$ cat src/rtl/ps2_pkg.sv
// Shared types and constants for the PS/2 keyboard port.
// Status/control bit positions match the CPU-visible register word.
package ps2_pkg;

    typedef enum logic [1:0] {
        IDLE,
        DATA,
        PARITY,
        STOP
    } rx_state_e;

    localparam int PS2_DATA_BITS = 8;

    localparam int STAT_VALID = 8;
    localparam int STAT_OVF   = 9;
    localparam int STAT_PERR  = 10;

    localparam int CTRL_FLUSH = 8;

endpackage

$ cat src/rtl/ps2_kbd_ports_if.sv
// CPU I/O-bus slave port bundle for the PS/2 keyboard peripheral.
// Master is the CPU side, slave is the peripheral.
interface ps2_kbd_ports_if;

    logic        cs;
    logic        data_m_access;
    logic        data_m_wr_en;
    logic [1:0]  data_m_bytesel;
    logic [15:0] data_m_data_in;
    logic [15:0] data_m_data_out;
    logic        data_m_ack;

    modport master (
        output cs,
        output data_m_access,
        output data_m_wr_en,
        output data_m_bytesel,
        output data_m_data_in,
        input  data_m_data_out,
        input  data_m_ack
    );

    modport slave (
        input  cs,
        input  data_m_access,
        input  data_m_wr_en,
        input  data_m_bytesel,
        input  data_m_data_in,
        output data_m_data_out,
        output data_m_ack
    );

endinterface

$ cat src/rtl/ps2_frame_rx.sv
// PS/2 frame receiver: sync, glitch filter, frame FSM.
// Optional idle-clock abort built when PS2_RX_TIMEOUT_EN is defined.
module ps2_frame_rx
    import ps2_pkg::*;
#(
    parameter int filter_len = 4
`ifdef PS2_RX_TIMEOUT_EN
    ,
    parameter int timeout_cycles = 50000
`endif
) (
    input  logic       clk,
    input  logic       reset,
    input  logic       ps2_clk,
    input  logic       ps2_dat,
    output logic [7:0] rx_byte,
    output logic       byte_valid,
    output logic       perr
);

    logic [1:0]            clk_sync;
    logic [1:0]            dat_sync;
    logic [filter_len-1:0] clk_hist;
    logic [filter_len-1:0] dat_hist;
    logic                  filt_clk;
    logic                  filt_clk_d;
    logic                  filt_dat;
    logic                  strobe;
    logic                  tmo;

    rx_state_e state, state_nx;
    logic [2:0] bit_cnt, bit_cnt_nx;
    logic [PS2_DATA_BITS-1:0] shreg, shreg_nx;
    logic par, par_nx;
    logic push_nx, perr_nx;

    // Idle line level is high, so filters start settled at 1.
    always_ff @(posedge clk or posedge reset) begin
        if (reset) begin
            clk_sync   <= '1;
            dat_sync   <= '1;
            clk_hist   <= '1;
            dat_hist   <= '1;
            filt_clk   <= 1'b1;
            filt_clk_d <= 1'b1;
            filt_dat   <= 1'b1;
        end else begin
            clk_sync   <= {clk_sync[0], ps2_clk};
            dat_sync   <= {dat_sync[0], ps2_dat};
            clk_hist   <= {clk_hist[filter_len-2:0], clk_sync[1]};
            dat_hist   <= {dat_hist[filter_len-2:0], dat_sync[1]};
            filt_clk_d <= filt_clk;
            if (&clk_hist)
                filt_clk <= 1'b1;
            else if (~|clk_hist)
                filt_clk <= 1'b0;
            if (&dat_hist)
                filt_dat <= 1'b1;
            else if (~|dat_hist)
                filt_dat <= 1'b0;
        end
    end

    assign strobe = filt_clk_d & ~filt_clk;

`ifdef PS2_RX_TIMEOUT_EN
    localparam int TW = $clog2(timeout_cycles + 1);
    logic [TW-1:0] tmo_cnt;

    always_ff @(posedge clk or posedge reset) begin
        if (reset)
            tmo_cnt <= '0;
        else if (state == IDLE || strobe)
            tmo_cnt <= '0;
        else
            tmo_cnt <= tmo_cnt + TW'(1);
    end

    assign tmo = (state != IDLE) && !strobe &&
                 (tmo_cnt == TW'(timeout_cycles - 1));
`else
    assign tmo = 1'b0;
`endif

    always_ff @(posedge clk or posedge reset) begin
        if (reset) begin
            state      <= IDLE;
            bit_cnt    <= '0;
            shreg      <= '0;
            par        <= 1'b0;
            rx_byte    <= '0;
            byte_valid <= 1'b0;
            perr       <= 1'b0;
        end else begin
            state      <= state_nx;
            bit_cnt    <= bit_cnt_nx;
            shreg      <= shreg_nx;
            par        <= par_nx;
            byte_valid <= push_nx;
            perr       <= perr_nx;
            if (push_nx)
                rx_byte <= shreg;
        end
    end

    always_comb begin
        state_nx   = state;
        bit_cnt_nx = bit_cnt;
        shreg_nx   = shreg;
        par_nx     = par;
        push_nx    = 1'b0;
        perr_nx    = 1'b0;
        if (tmo) begin
            state_nx = IDLE;
            perr_nx  = 1'b1;
        end else if (strobe) begin
            unique case (state)
                IDLE: begin
                    if (!filt_dat) begin
                        state_nx   = DATA;
                        bit_cnt_nx = '0;
                    end
                end
                DATA: begin
                    shreg_nx   = {filt_dat, shreg[7:1]};
                    bit_cnt_nx = bit_cnt + 3'd1;
                    if (bit_cnt == 3'd7)
                        state_nx = PARITY;
                end
                PARITY: begin
                    par_nx   = filt_dat;
                    state_nx = STOP;
                end
                STOP: begin
                    state_nx = IDLE;
                    if (filt_dat && ^{shreg, par})
                        push_nx = 1'b1;
                    else
                        perr_nx = 1'b1;
                end
                default: state_nx = IDLE;
            endcase
        end
    end

endmodule

$ cat src/rtl/ps2_kbd_ports.sv
// PS/2 keyboard I/O port: scancode FIFO, status register, level irq.
// Build option PS2_RX_TIMEOUT_EN enables the stalled-frame abort.
module ps2_kbd_ports
    import ps2_pkg::*;
#(
    parameter int fifo_depth = 8,
    parameter int filter_len = 4
`ifdef PS2_RX_TIMEOUT_EN
    ,
    parameter int timeout_cycles = 50000
`endif
) (
    input  logic            clk,
    input  logic            reset,
    ps2_kbd_ports_if.slave  bus,
    input  logic            ps2_clk,
    input  logic            ps2_dat,
    output logic            irq
);

    localparam int AW = $clog2(fifo_depth);

    logic [7:0]    mem [fifo_depth];
    logic [AW-1:0] wr_ptr, rd_ptr;
    logic [AW:0]   count, count_nx;
    logic          acc_q, wr_q, fbit_q;
    logic [1:0]    bsel_q;
    logic          ovf, perr_st;
    logic [7:0]    rx_byte;
    logic          byte_valid, rx_perr;
    logic          empty, full, pop, flush, push_ok, ovf_set;
    logic [15:0]   rd_word;
    logic          unused_din;

    ps2_frame_rx #(
        .filter_len(filter_len)
`ifdef PS2_RX_TIMEOUT_EN
        ,
        .timeout_cycles(timeout_cycles)
`endif
    ) u_rx (
        .clk       (clk),
        .reset     (reset),
        .ps2_clk   (ps2_clk),
        .ps2_dat   (ps2_dat),
        .rx_byte   (rx_byte),
        .byte_valid(byte_valid),
        .perr      (rx_perr)
    );

    assign unused_din = ^{bus.data_m_data_in[15:9],
                          bus.data_m_data_in[7:0]};

    always_ff @(posedge clk or posedge reset) begin
        if (reset) begin
            acc_q  <= 1'b0;
            wr_q   <= 1'b0;
            bsel_q <= '0;
            fbit_q <= 1'b0;
        end else begin
            acc_q  <= bus.cs & bus.data_m_access;
            wr_q   <= bus.data_m_wr_en;
            bsel_q <= bus.data_m_bytesel;
            fbit_q <= bus.data_m_data_in[CTRL_FLUSH];
        end
    end

    assign empty = (count == '0);
    assign full  = (count == (AW+1)'(fifo_depth));

    // Side effects of an access land in its ack cycle.
    assign pop     = acc_q & ~wr_q & bsel_q[0] & ~empty;
    assign flush   = acc_q & wr_q & bsel_q[1] & fbit_q;
    assign push_ok = byte_valid & (~full | pop) & ~flush;
    assign ovf_set = byte_valid & full & ~pop & ~flush;

    always_comb begin
        count_nx = count;
        unique case (1'b1)
            flush:           count_nx = '0;
            push_ok & ~pop:  count_nx = count + (AW+1)'(1);
            pop & ~push_ok:  count_nx = count - (AW+1)'(1);
            default: ;
        endcase
    end

    always_ff @(posedge clk or posedge reset) begin
        if (reset) begin
            wr_ptr  <= '0;
            rd_ptr  <= '0;
            count   <= '0;
            ovf     <= 1'b0;
            perr_st <= 1'b0;
            irq     <= 1'b0;
        end else begin
            if (flush) begin
                wr_ptr <= '0;
                rd_ptr <= '0;
            end else begin
                if (push_ok)
                    wr_ptr <= wr_ptr + AW'(1);
                if (pop)
                    rd_ptr <= rd_ptr + AW'(1);
            end
            count   <= count_nx;
            irq     <= (count_nx != '0);
            ovf     <= flush ? 1'b0 : (ovf | ovf_set);
            perr_st <= flush ? 1'b0 : (perr_st | rx_perr);
        end
    end

    always_ff @(posedge clk) begin
        if (push_ok)
            mem[wr_ptr] <= rx_byte;
    end

    always_comb begin
        rd_word             = '0;
        rd_word[7:0]        = empty ? 8'h00 : mem[rd_ptr];
        rd_word[STAT_VALID] = ~empty;
        rd_word[STAT_OVF]   = ovf;
        rd_word[STAT_PERR]  = perr_st;
    end

    assign bus.data_m_ack      = acc_q;
    assign bus.data_m_data_out = (acc_q & ~wr_q) ? rd_word : 16'h0000;

endmodule

$ cat src/flat_wrapper.sv
// flat-port wrapper written by rule: the top's interface ports become plain ports
module ps2_kbd_ports_flat import ps2_pkg::*;
#(
    parameter int fifo_depth = 8,
    parameter int filter_len = 4

)
  (clk, reset, ps2_clk, ps2_dat, irq, bus_cs, bus_data_m_access, bus_data_m_wr_en, bus_data_m_bytesel, bus_data_m_data_in, bus_data_m_data_out, bus_data_m_ack);
  ps2_kbd_ports_if bus_i ();
  input  logic clk;
  input  logic reset;
  input  logic ps2_clk;
  input  logic ps2_dat;
  output logic irq;
  input wire logic [$bits(bus_i.cs)-1:0] bus_cs;
  input wire logic [$bits(bus_i.data_m_access)-1:0] bus_data_m_access;
  input wire logic [$bits(bus_i.data_m_wr_en)-1:0] bus_data_m_wr_en;
  input wire logic [$bits(bus_i.data_m_bytesel)-1:0] bus_data_m_bytesel;
  input wire logic [$bits(bus_i.data_m_data_in)-1:0] bus_data_m_data_in;
  output wire logic [$bits(bus_i.data_m_data_out)-1:0] bus_data_m_data_out;
  output wire logic [$bits(bus_i.data_m_ack)-1:0] bus_data_m_ack;
  assign bus_i.cs = bus_cs;
  assign bus_i.data_m_access = bus_data_m_access;
  assign bus_i.data_m_wr_en = bus_data_m_wr_en;
  assign bus_i.data_m_bytesel = bus_data_m_bytesel;
  assign bus_i.data_m_data_in = bus_data_m_data_in;
  assign bus_data_m_data_out = bus_i.data_m_data_out;
  assign bus_data_m_ack = bus_i.data_m_ack;
  ps2_kbd_ports #(.fifo_depth(fifo_depth), .filter_len(filter_len)) u_core (.clk(clk), .reset(reset), .bus(bus_i), .ps2_clk(ps2_clk), .ps2_dat(ps2_dat), .irq(irq));
endmodule
$ cat config.mk
export PLATFORM = sky130hd
export DESIGN_NAME = ps2_kbd_ports_flat
export DESIGN_NICKNAME = d
export VERILOG_FILES = /design/src/rtl/ps2_pkg.sv /design/src/rtl/ps2_kbd_ports_if.sv /design/src/rtl/ps2_frame_rx.sv /design/src/rtl/ps2_kbd_ports.sv /design/src/flat_wrapper.sv
export SDC_FILE = /design/constraint.sdc
export NUM_CORES = 1
export LEC_CHECK = 0
export BUFFER_PORTS_ARGS = -buffer_cell sky130_fd_sc_hd__buf_2
export CAP_MARGIN = 0
export CORE_ASPECT_RATIO = 0.8
export CORE_MARGIN = 5
export CORE_UTILIZATION = 50
export DETAILED_ROUTE_END_ITERATION = 6
export PLACE_DENSITY = 0.69
export SETUP_SLACK_MARGIN = 0.05
export SYNTH_ARGS = -nofsm -noshare
export SYNTH_HDL_FRONTEND = slang
export SYNTH_SLANG_ARGS = --single-unit
$ cat constraint.sdc
create_clock -name clk -period 8 [get_ports clk]
set_input_delay 0.4 -clock clk [delete_from_list [all_inputs] [get_ports clk]]
set_output_delay 0.4 -clock clk [all_outputs]
set_load 0.05 [all_outputs]
=== After elaboration in Yosys (flattened, before gate mapping) ===
Memories as Yosys holds them, arrays and structs flattened.
Cells that the tools add are included.

* Input bits: 25
* Memories kept: 1
* Bits in registers: 57
* Memory bits (writable): 64
* Word-level logic and storage cells: 106
* Output and inout port bits: 18

{| class="wikitable"
|+ Memories
! name !! depth !! width !! read ports !! clocked after Yosys merged registers in !! write ports !! line !! source
|-
| u_core.mem || 8 || 8 || 1 || 0 || 1 || ps2_kbd_ports.sv:23 || <nowiki>logic [7:0] mem [fifo_depth];</nowiki>
|}

* Equality and inequality tests: 9
* Muxes and demuxes: 26
* Bitwise operators: 25
* Add/sub/neg operators: 5
* Reduce and logical (&&, ||, !) cells: 16

{| class="wikitable"
|+ Operators by type and width
! operator !! count
|-
| AND 1 bit || 15
|-
| 2-to-1 mux 3 bit || 5
|-
| 2-to-1 mux 1 bit || 14
|-
| case mux 4 bit (3 select lines) || 1
|-
| 2-to-1 mux 11 bit || 1
|-
| adder 3 x 1 -> 3 bit, second input constant || 3
|-
| parity 9 bit || 1
|-
| 2-to-1 mux 8 bit || 1
|-
| inequality test 2 bit, second input constant || 4
|-
| case mux 2 bit (4 select lines) || 1
|-
| AND reduction 4 bit || 2
|-
| OR reduction 4 bit || 2
|-
| NOT 1 bit || 7
|-
| case mux 3 bit (2 select lines) || 1
|-
| AND reduction 3 bit || 2
|-
| nonzero test 2 bit || 3
|-
| adder 4 x 1 -> 4 bit, second input constant || 1
|-
| == test 2 bit, second input constant || 2
|-
| == test 4 bit, second input constant || 1
|-
| zero test 4 bit || 1
|-
| 2-to-1 mux 2 bit || 2
|-
| AND reduction 2 bit || 2
|-
| nonzero test 4 bit || 1
|-
| subtractor 4 x 1 -> 4 bit, second input constant || 1
|-
| 5 further kinds || 7
|}

=== Longest topological paths before layout ===
Gate-level depths: netlist (run 1).

* Depth in word-level cells: 11
* Gate-level depth with buffers: 14
* Depth with buffers taken out: 13

=== By module ===
Synthesis (run 1) repeated with hierarchy kept, for this count alone.

* Cells, all modules: 316
* Area, all modules: 5047.3 µm²

{| class="wikitable"
|+ Modules (own cells, without submodules)
! module !! times used !! sequential area each (µm²) !! area each (µm²) !! cells each
|-
| ps2_kbd_ports || 1 || 2372.3 || 3500.9 || 214
|-
| ps2_frame_rx || 1 || 994.7 || 1546.5 || 102
|}

=== Worst setup path before layout (run 1) ===
Ideal clock, no wire load.

* Path type: reg2reg
* From: register u_core.count[1]
* To: register u_core.irq
* Setup time: 0.132 ns
* Clock period less this slack: 3.264 ns
* Cell stages (with the launch flop): 13
* Path buffers: 1
* Slack: 4.736 ns
* Data required time: 7.868 ns
* Arrival time: 3.132 ns
* Path through: dfrtp_1 > clkbuf_2 > or3_1 > o21ai_2 > inv_1 > nand2_1 > inv_1 > ha_1 > ha_1 > a31o_2 > a221oi_1 > mux2i_1 > nand3_1

* Word-level cells in the longest chain between the ends: 10
* Elaborated cells between the ends (all ways): 16
* Those cells by class: 2 x add/sub; 1 x eq/ne; 1 x mux; 10 x bitwise; 2 x reduce/logical

{| class="wikitable"
|+ RTL lines
! what !! line !! source
|-
| start: declaration || ps2_kbd_ports.sv:25 || <nowiki>logic [AW:0] count, count_nx;</nowiki>
|-
| start signal: assignment || ps2_kbd_ports.sv:105 || <nowiki>count <= count_nx;</nowiki>
|-
| zero test 4 bit || ps2_kbd_ports.sv:68 || <nowiki>assign empty = (count == '0);</nowiki>
|-
| NOT 1 bit || ps2_kbd_ports.sv:72 || <nowiki>assign pop = acc_q & ~wr_q & bsel_q[0] & ~empty;</nowiki>
|-
| AND 1 bit || ps2_kbd_ports.sv:72 ||
|-
| bitwise OR 1 bit || ps2_kbd_ports.sv:74 || <nowiki>assign push_ok = byte_valid & (~full | pop) & ~flush;</nowiki>
|-
| AND 1 bit (2 in series) || ps2_kbd_ports.sv:74 ||
|-
| NOT 1 bit || ps2_kbd_ports.sv:82 || <nowiki>pop & ~push_ok: count_nx = count - (AW+1)'(1);</nowiki>
|-
| AND 1 bit || ps2_kbd_ports.sv:82 ||
|-
| case mux 4 bit (3 select lines) * || ps2_kbd_ports.sv:79 || <nowiki>unique case (1'b1)</nowiki>
|-
| nonzero test 4 bit * || ps2_kbd_ports.sv:106 || <nowiki>irq <= (count_nx != '0);</nowiki>
|-
| end signal: assignment || ps2_kbd_ports.sv:106 ||
|-
| end: declaration || ps2_kbd_ports.sv:18 || <nowiki>output logic irq</nowiki>
|}

Every way passes the cells marked *; elsewhere a longest branch is shown, timed or not.
A chain may end at the register's enable or synchronous reset.

=== Final worst setup path (run 1) ===
Same ends and word-level chain as after synthesis.

==> summary.md, run 1 <==
| Metric | Value |
|---|---|
| Number of antenna violations at the first check in global routing | `0` |
| Yosys top cell area share | `39.2%` |
| Starting utilization of the core area | `51.0%` |
| First-pass GRT wire length | `13700 um` |
| Max Clk Rate | `0.290 GHz` |
| Inserted Diodes | `0` |
| Main area contributors after synthesis | `edfxtp_1 (39%), dfrtp_1 (21%), dfstp_2 (8.0%), mux4_2 (7.3%), mux2_2 (4.1%)` |
| Area overhead of the layout relative to synthesis | `17.3%` |
| Multi-input combinational cell area | `1450 sq um` |
| Register bit count reported by yosys | `121` |
| Clock Tree Buf Depth | `2` |
| Yosys top cell by area | `edfxtp_1` |
| Insertion delay to the later sink of the worst-skew pair | `0.40 ns` |
| Core area | `9610 sq um` |
| Total wire length | `8130 um` |
| Fraction of final layout cells sized beyond drive strength 1 | `31.5%` |
| Netlist area before placement | `4900 sq um` |
| Final core area utilization | `59.9%` |
| Global route total overflow | `0` |
| Storage element area | `3370 sq um` |
| Die footprint | `11900 sq um` |
| Setup bufs post-CTS | `0` |
| HP Class | `input pin to register` |
| Crit. End Element | `register` |
| Die boundary height | `98.6 um` |
| Worst slew margin relative to its limit | `24.4%` |
| Die width | `121 um` |
| Final-layout setup total negative slack | `0 ns` |
| Synthesized instance count | `304` |
| Worst setup path category | `register to register` |
| Final critical-path required period | `3.44 ns` |
| Max rail drop VDD | `0.000168 V` |
| Proportion of register bits with asynchronous set or reset after synthesis | `47.1%` |
| Root buffer cell | `clkbuf_16` |
| Worst-margin pin slew | `1.13 ns` |
| RSZ-0062 raised after global routing | `no` |
| TritonCTS buffer count | `17` |
| Router iterations before antenna repair | `4` |
| Post-synth cell types | `41` |
| Cell area after placement | `5130 sq um` |
| Final Slew Violations | `0` |
| Buffers added on ports | `22` |
| Number of synthesized flops with an enable pin | `64` |
| Overall routing resource usage | `15.6%` |
| Areal power density over the cells | `283 nW/um^2` |
| Largest net degree at the start of global routing | `58` |
| Detailed-placement wirelength estimate | `5110 um` |
| Placement row count | `32` |
| Fin. Hold Viols | `0` |
| Clock tree from TritonCTS | `done` |
| Yosys Warn Count | `0` |
| Wire length per cell | `17.3 um` |
| Post-CTS Resized | `0` |
| Fillcell total | `714` |
| Number of max-cap violations | `0` |
| Finish-stage setup viols | `0` |
| H-tree depth | `4` |
| Count of vias placed by the detailed router | `2523` |
| Hold_buf cts | `0` |
| Crit path required time | `8.28 ns` |
| WP data arrival | `3.72 ns` |
| Most instantiated library cell after synthesis | `edfxtp_1` |
| Post-route antenna net violation count | `0` |
| Summed area of non-filler cells in the final layout | `5760 sq um` |
| Starting DRT DRC Count | `123` |
| Commonest cells in the netlist | `edfxtp_1 (64), dfrtp_1 (42), nor2_1 (26)` |
| Part of the cycle the worst path needs | `43.1%` |
| Status | `finished clean` |
| P_leak | `2.34 nW` |
| Via count of the first global-routing pass | `2630` |
| Main flop type after synthesis | `edfxtp_1` |
| Largest clock skew in the final design | `0.00664 ns` |
| Net count reported at finish | `376` |
| Io pins | `43` |
| Number of DRC violations after detailed routing | `0` |
| Final estimated routing congestion in global placement | `0.690` |
| Number of sinks handled by clock tree synthesis | `121` |
| Post-synthesis sequential area ratio | `68.6%` |
| Maximum fanout encountered on the critical timing path | `9` |
| Clock-pin slew reported for the worst setup and hold paths after clock tree synthesis | `0.05 ns` |
| Startpoint type of the worst setup path | `register` |
| Average instance area after synthesis | `16.1 sq um` |
| Detailed-route vias per instance | `5.36` |
[sequential cells by signal, summed over array words and instances, names as in the netlist, 3 cells and up]
register              cells
u_core.mem               64
u_core.count              4
u_core.u_rx.bit_cnt       3
u_core.u_rx.shreg         8
u_core.wr_ptr             3
u_core.rd_ptr             3
u_core.u_rx.dat_hist      4
u_core.u_rx.clk_hist      4
u_core.u_rx.rx_byte       8
[report_power, final]
group	internal [W]	total, W	leakage, nW	switching [W]
registers	0.000687	0.000717	1.31	0.0000299
logic	0.0000700	0.000148	0.713	0.0000782
clock network	0.000505	0.000762	0.312	0.000257
[metal layers]
metal	vias to the layer above	GRT usage, %	wire length, um	share of wire, %
met5	-	0	0	0
met4	0	6.27	57	0.70
li1	1193	-	-	-
met3	4	5.05	421	5.2
met1	1273	20.9	3590	44
met2	53	23.8	4060	50
[cell usage in the layout, fill, tap and decap left out, drive strengths merged, types with 2 or more instances in the layout]
| cell | count |
|---|---|
| nand4 | 2 |
| nor2b | 3 |
| ha | 12 |
| dfrtp | 42 |
| dfstp | 15 |
| xor2 | 6 |
| edfxtp | 64 |
| clkinv | 4 |
| nand2b | 2 |
| and2 | 3 |
| mux4 | 16 |
| nand2 | 12 |
| or3 | 3 |
| mux2 | 18 |
| o21ai | 8 |
| a31oi | 3 |
| inv | 11 |
| clkbuf | 25 |
| xnor2 | 6 |
| a21oi | 6 |
| nand3 | 8 |
| buf | 25 |
| a32o | 2 |
| mux2i | 10 |
| nor3 | 5 |
| nor2 | 26 |
| conb | 5 |
[per-stage QoR]
step | hold slack (ns) | std cells | worst slack (ns) | total power (W)
2_1_floorplan | 0.345 | 308 | 4.74 | 0.000846
3_3_place_gp | 0.347 | 439 | 4.63 | 0.000869
3_5_place_dp | 0.347 | 439 | 4.56 | 0.000877
4_1_cts | 0.0750 | 471 | 4.55 | 0.00165
5_1_grt | 0.0732 | 471 | 4.29 | 0.00170
6_report | 0.0940 | 471 | 4.56 | 0.00163
[logic make-up (layout without fill, tap and decap cells)]
family,count (synthesis),in the layout,synth area share [%]
other cells,1,5,0.0765
fa+ha+maj,12,12,3.06
xor+xnor,13,13,2.76
mux,44,44,13.5
compound gates,24,24,3.14
buf+inv,22,66,2.14
simple gates,67,67,6.66
flops,121,121,68.6
[worst max-delay path: stages, from the launching register on]
cell and delay [ns]:
dfrtp_1 0.46, or3_1 0.41, o21ai_2 0.41, inv_1 0.17, nand2_1 0.17, inv_1 0.08
ha_1 0.26, ha_1 0.37, a31o_2 0.26, a221oi_1 0.37, mux2i_1 0.28, nand3_1 0.09
[final timing paths]
check                                   startpoint                 endpoint  slack (ns)  cells past startpoint
setup / recovery                   u_core.count[1]               u_core.irq        4.56                     11
max in group asynchronous                    reset   u_core.u_rx.bit_cnt[1]        7.36                      3
min in group asynchronous                    reset               u_core.irq        0.19                      3
hold / removal                             ps2_clk  u_core.u_rx.clk_sync[0]        0.09                      1
hold reg to reg            u_core.u_rx.clk_sync[1]  u_core.u_rx.clk_hist[0]        0.35                      0
setup reg to reg                   u_core.count[1]               u_core.irq        4.56                     11
[cell type report]
cell class	instances	share of cell area, %
sequential	121	58.5
inverter	9	0.587
multi-input combinational	165	25.2
tap	119	2.59
clock inverter	7	0.761
clock buffer	25	10.1
timing repair buffer	25	2.30
No activity file was read; power rests on OpenSTA's default activity.
==> run 2, diff against run 1 <==
--- a/config.mk
+++ b/config.mk
@@ -11,7 +11,7 @@
 export CORE_MARGIN = 5
 export CORE_UTILIZATION = 50
 export DETAILED_ROUTE_END_ITERATION = 6
-export PLACE_DENSITY = 0.69
+export PLACE_DENSITY = 0.71
 export SETUP_SLACK_MARGIN = 0.05
 export SYNTH_ARGS = -nofsm -noshare
 export SYNTH_HDL_FRONTEND = slang
==> constraint.sdc (replaced) <==
create_clock -name clk -period 3.15 [get_ports clk]
set_input_delay 0.1575 -clock clk [delete_from_list [all_inputs] [get_ports clk]]
set_output_delay 0.1575 -clock clk [all_outputs]
set_load 0.05 [all_outputs]
==> run 2 against run 1 <==
Compared with the run above: total power is 150% higher; clock power grew 140%; non-clock buffer count up 18; largest power group is now sequential cells; highest routed layer unchanged.
==> summary.md, run 2 (synthesis gave the netlist of run 1 again) <==
| Metric | Value |
|---|---|
| Total wire length | `8180 um (+0.65%)` |
| Global route total overflow | `0 (unchanged)` |
| Met3 routing resource usage after global routing | `4.36% (-0.69 points)` |
| Die footprint | `11900 sq um (unchanged)` |
| Inserted Diodes | `0 (unchanged)` |
| Clock-pin slew reported for the worst setup and hold paths after clock tree synthesis | `0.06 ns (about the same)` |
| Met2 capacity usage during global routing | `24.8% (+0.94 points)` |
| Area overhead of the layout relative to synthesis | `20.0%` |
| Worst slew margin relative to its limit | `43.1% (+19 points)` |
| Core area | `9610 sq um (unchanged)` |
| Insertion delay to the later sink of the worst-skew pair | `0.40 ns (about the same)` |
| Register with the highest flop count | `u_core.mem` |
| Max rail drop VDD | `0.000349 V (+110%)` |
| Final estimated routing congestion in global placement | `0.743 (+7.6%)` |
| Fraction of final layout cells sized beyond drive strength 1 | `32.7% (+1.2 points)` |
| RSZ-0062 raised after global routing | `no` |
| Clock tree from TritonCTS | `done` |
| Number of max-cap violations | `0 (unchanged)` |
| Number of DRC violations after detailed routing | `0 (unchanged)` |
| Clock Tree Buf Depth | `2 (unchanged)` |
| Number of antenna violations at the first check in global routing | `0 (unchanged)` |
| Crit. End Element | `register` |
| Most common cell after layout, fill and taps aside | `edfxtp_1` |
| HP Class | `register to register` |
| Global-route layer with the greatest usage | `met2` |
| Areal power density over the cells | `684 nW/um^2 (+140%)` |
| Overall power | `0.00402 W (+150%)` |
| H-tree depth | `4 (unchanged)` |
| Max reg flops | `64 (unchanged)` |
| Detailed-placement wirelength estimate | `5320 um (+4.1%)` |
| Die width | `121 um (unchanged)` |
| Die boundary height | `98.6 um (unchanged)` |
| Worst setup path category | `register to register` |
| Summed area of non-filler cells in the final layout | `5880 sq um (+2.2%)` |
| Most frequent cells in the layout | `edfxtp_1 (64), dfrtp_1 (42), nor2_1 (26)` |
| Root buffer cell | `clkbuf_16` |
| Detailed-route vias per instance | `5.29 (-1.2%)` |
| Crit path required time | `3.43 ns (-4.85 ns)` |
| Final-layout setup total negative slack | `0 ns (unchanged)` |
| TritonCTS buffer count | `17 (unchanged)` |
| Net count reported at finish | `394 (+4.8%)` |
| Final critical-path required period | `2.88 ns (-0.562 ns)` |
| Starting DRT DRC Count | `159 (+29%)` |
| Fin. Hold Viols | `0 (unchanged)` |
| Router iterations before antenna repair | `4 (unchanged)` |
| Largest net degree at the start of global routing | `42 (-28%)` |
| Maximum fanout encountered on the critical timing path | `7 (-2)` |
| Via count of the first global-routing pass | `2772 (+5.4%)` |
| Startpoint type of the worst setup path | `register` |
| Number of sinks handled by clock tree synthesis | `121 (unchanged)` |
| Part of the cycle the worst path needs | `91.5% (+48 points)` |
| Status | `finished clean` |
| Overall routing resource usage | `15.6% (about the same)` |
| Placement row count | `32 (unchanged)` |
| First-pass GRT wire length | `14000 um (+2.6%)` |
| Starting utilization of the core area | `51.0% (unchanged)` |
| Post-route antenna net violation count | `0 (unchanged)` |
| WP data arrival | `3.16 ns (-0.56 ns)` |
| Largest registers | `u_core.mem x64, u_core.u_rx.rx_byte x8, u_core.u_rx.shreg x8` |
| Cell area after placement | `5230 sq um (+2.0%)` |
| Max Clk Rate | `0.347 GHz (+19%)` |
| Count of vias placed by the detailed router | `2588 (+2.6%)` |
| Wire length per cell | `16.7 um (-3.1%)` |
| P_leak | `2.36 nW (+1.0%)` |
| Global routing met1 resource utilization | `20.1% (-0.79 points)` |
| Setup bufs post-CTS | `0 (unchanged)` |
| Largest clock skew in the final design | `0.00712 ns (+0.000485 ns)` |
| Io pins | `43 (unchanged)` |
| Worst-margin pin slew | `0.852 ns (-0.281 ns)` |
| Finish-stage setup viols | `0 (unchanged)` |
| Buffers added on ports | `22 (unchanged)` |
| Final Slew Violations | `0 (unchanged)` |
-- run 2: where the power goes --
part	internal (W)	total [W]	switching (W)
Sequential	0.00175	0.00182	0.0000740
Clock	0.00116	0.00181	0.000658
Combinational	0.000188	0.000390	0.000202
-- run 2: what timing repair did --
action / CTS / global route
resized for setup: 0 / 0
hold endpoints to repair: 44 / 0
endpoints found under the setup margin: 0 / 0
hold buffers: 9 / 0
-- run 2: final cells by class --
| class | count | area, sq um |
|---|---|---|
| fill | 718 | 3720 |
| sequential | 121 | 3370 |
| multi-input combinational | 165 | 1480 |
| clock buffer | 20 | 437 |
| timing repair buffer | 43 | 290 |
| tap | 119 | 149 |
| clock inverter | 12 | 125 |
| inverter | 9 | 37.5 |
-- run 2: final timing paths --
path                                         startpoint                       to  slack (ns)  depth (start not counted)
worst max register to register          u_core.count[1]               u_core.irq        0.27                         13
min in group asynchronous                         reset           u_core.perr_st        0.48                          3
max in group asynchronous                         reset  u_core.u_rx.dat_sync[1]        1.87                          4
worst min-delay path            u_core.u_rx.clk_sync[1]  u_core.u_rx.clk_hist[0]        0.35                          0
worst max-delay path                    u_core.count[1]               u_core.irq        0.27                         13
worst min register to register  u_core.u_rx.clk_sync[1]  u_core.u_rx.clk_hist[0]        0.35                          0
-- run 2: worst max-delay path: stages (launching register included) --
cell,delay [ns]
dfrtp_1,0.45
or3_1,0.44
o21ai_4,0.20
clkinvlp_4,0.14
nand2_2,0.10
inv_1,0.06
ha_2,0.23
xor2_1,0.15
ha_1,0.19
a21oi_1,0.14
xor2_1,0.19
o21ai_0,0.13
nor3_1,0.23
nand3_1,0.09
-- run 2: per-layer routing --
metal	vias to the layer above	part of all wire [%]
li1	1228	-
met1	1298	44
met2	49	50
met3	13	4.4
met4	0	1.9
met5	-	0
-- run 2: through the flow --
stage	utilization (%)	setup slack, ns	hold slack [ns]	instances
2_1_floorplan	-	0.0646	0.162	308
3_3_place_gp	54.5	0.336	0.264	448
3_5_place_dp	54.5	0.277	0.264	448
4_1_cts	61.2	0.254	0.357	489
5_1_grt	61.2	0.0786	0.357	489
6_report	61.2	0.267	0.355	489
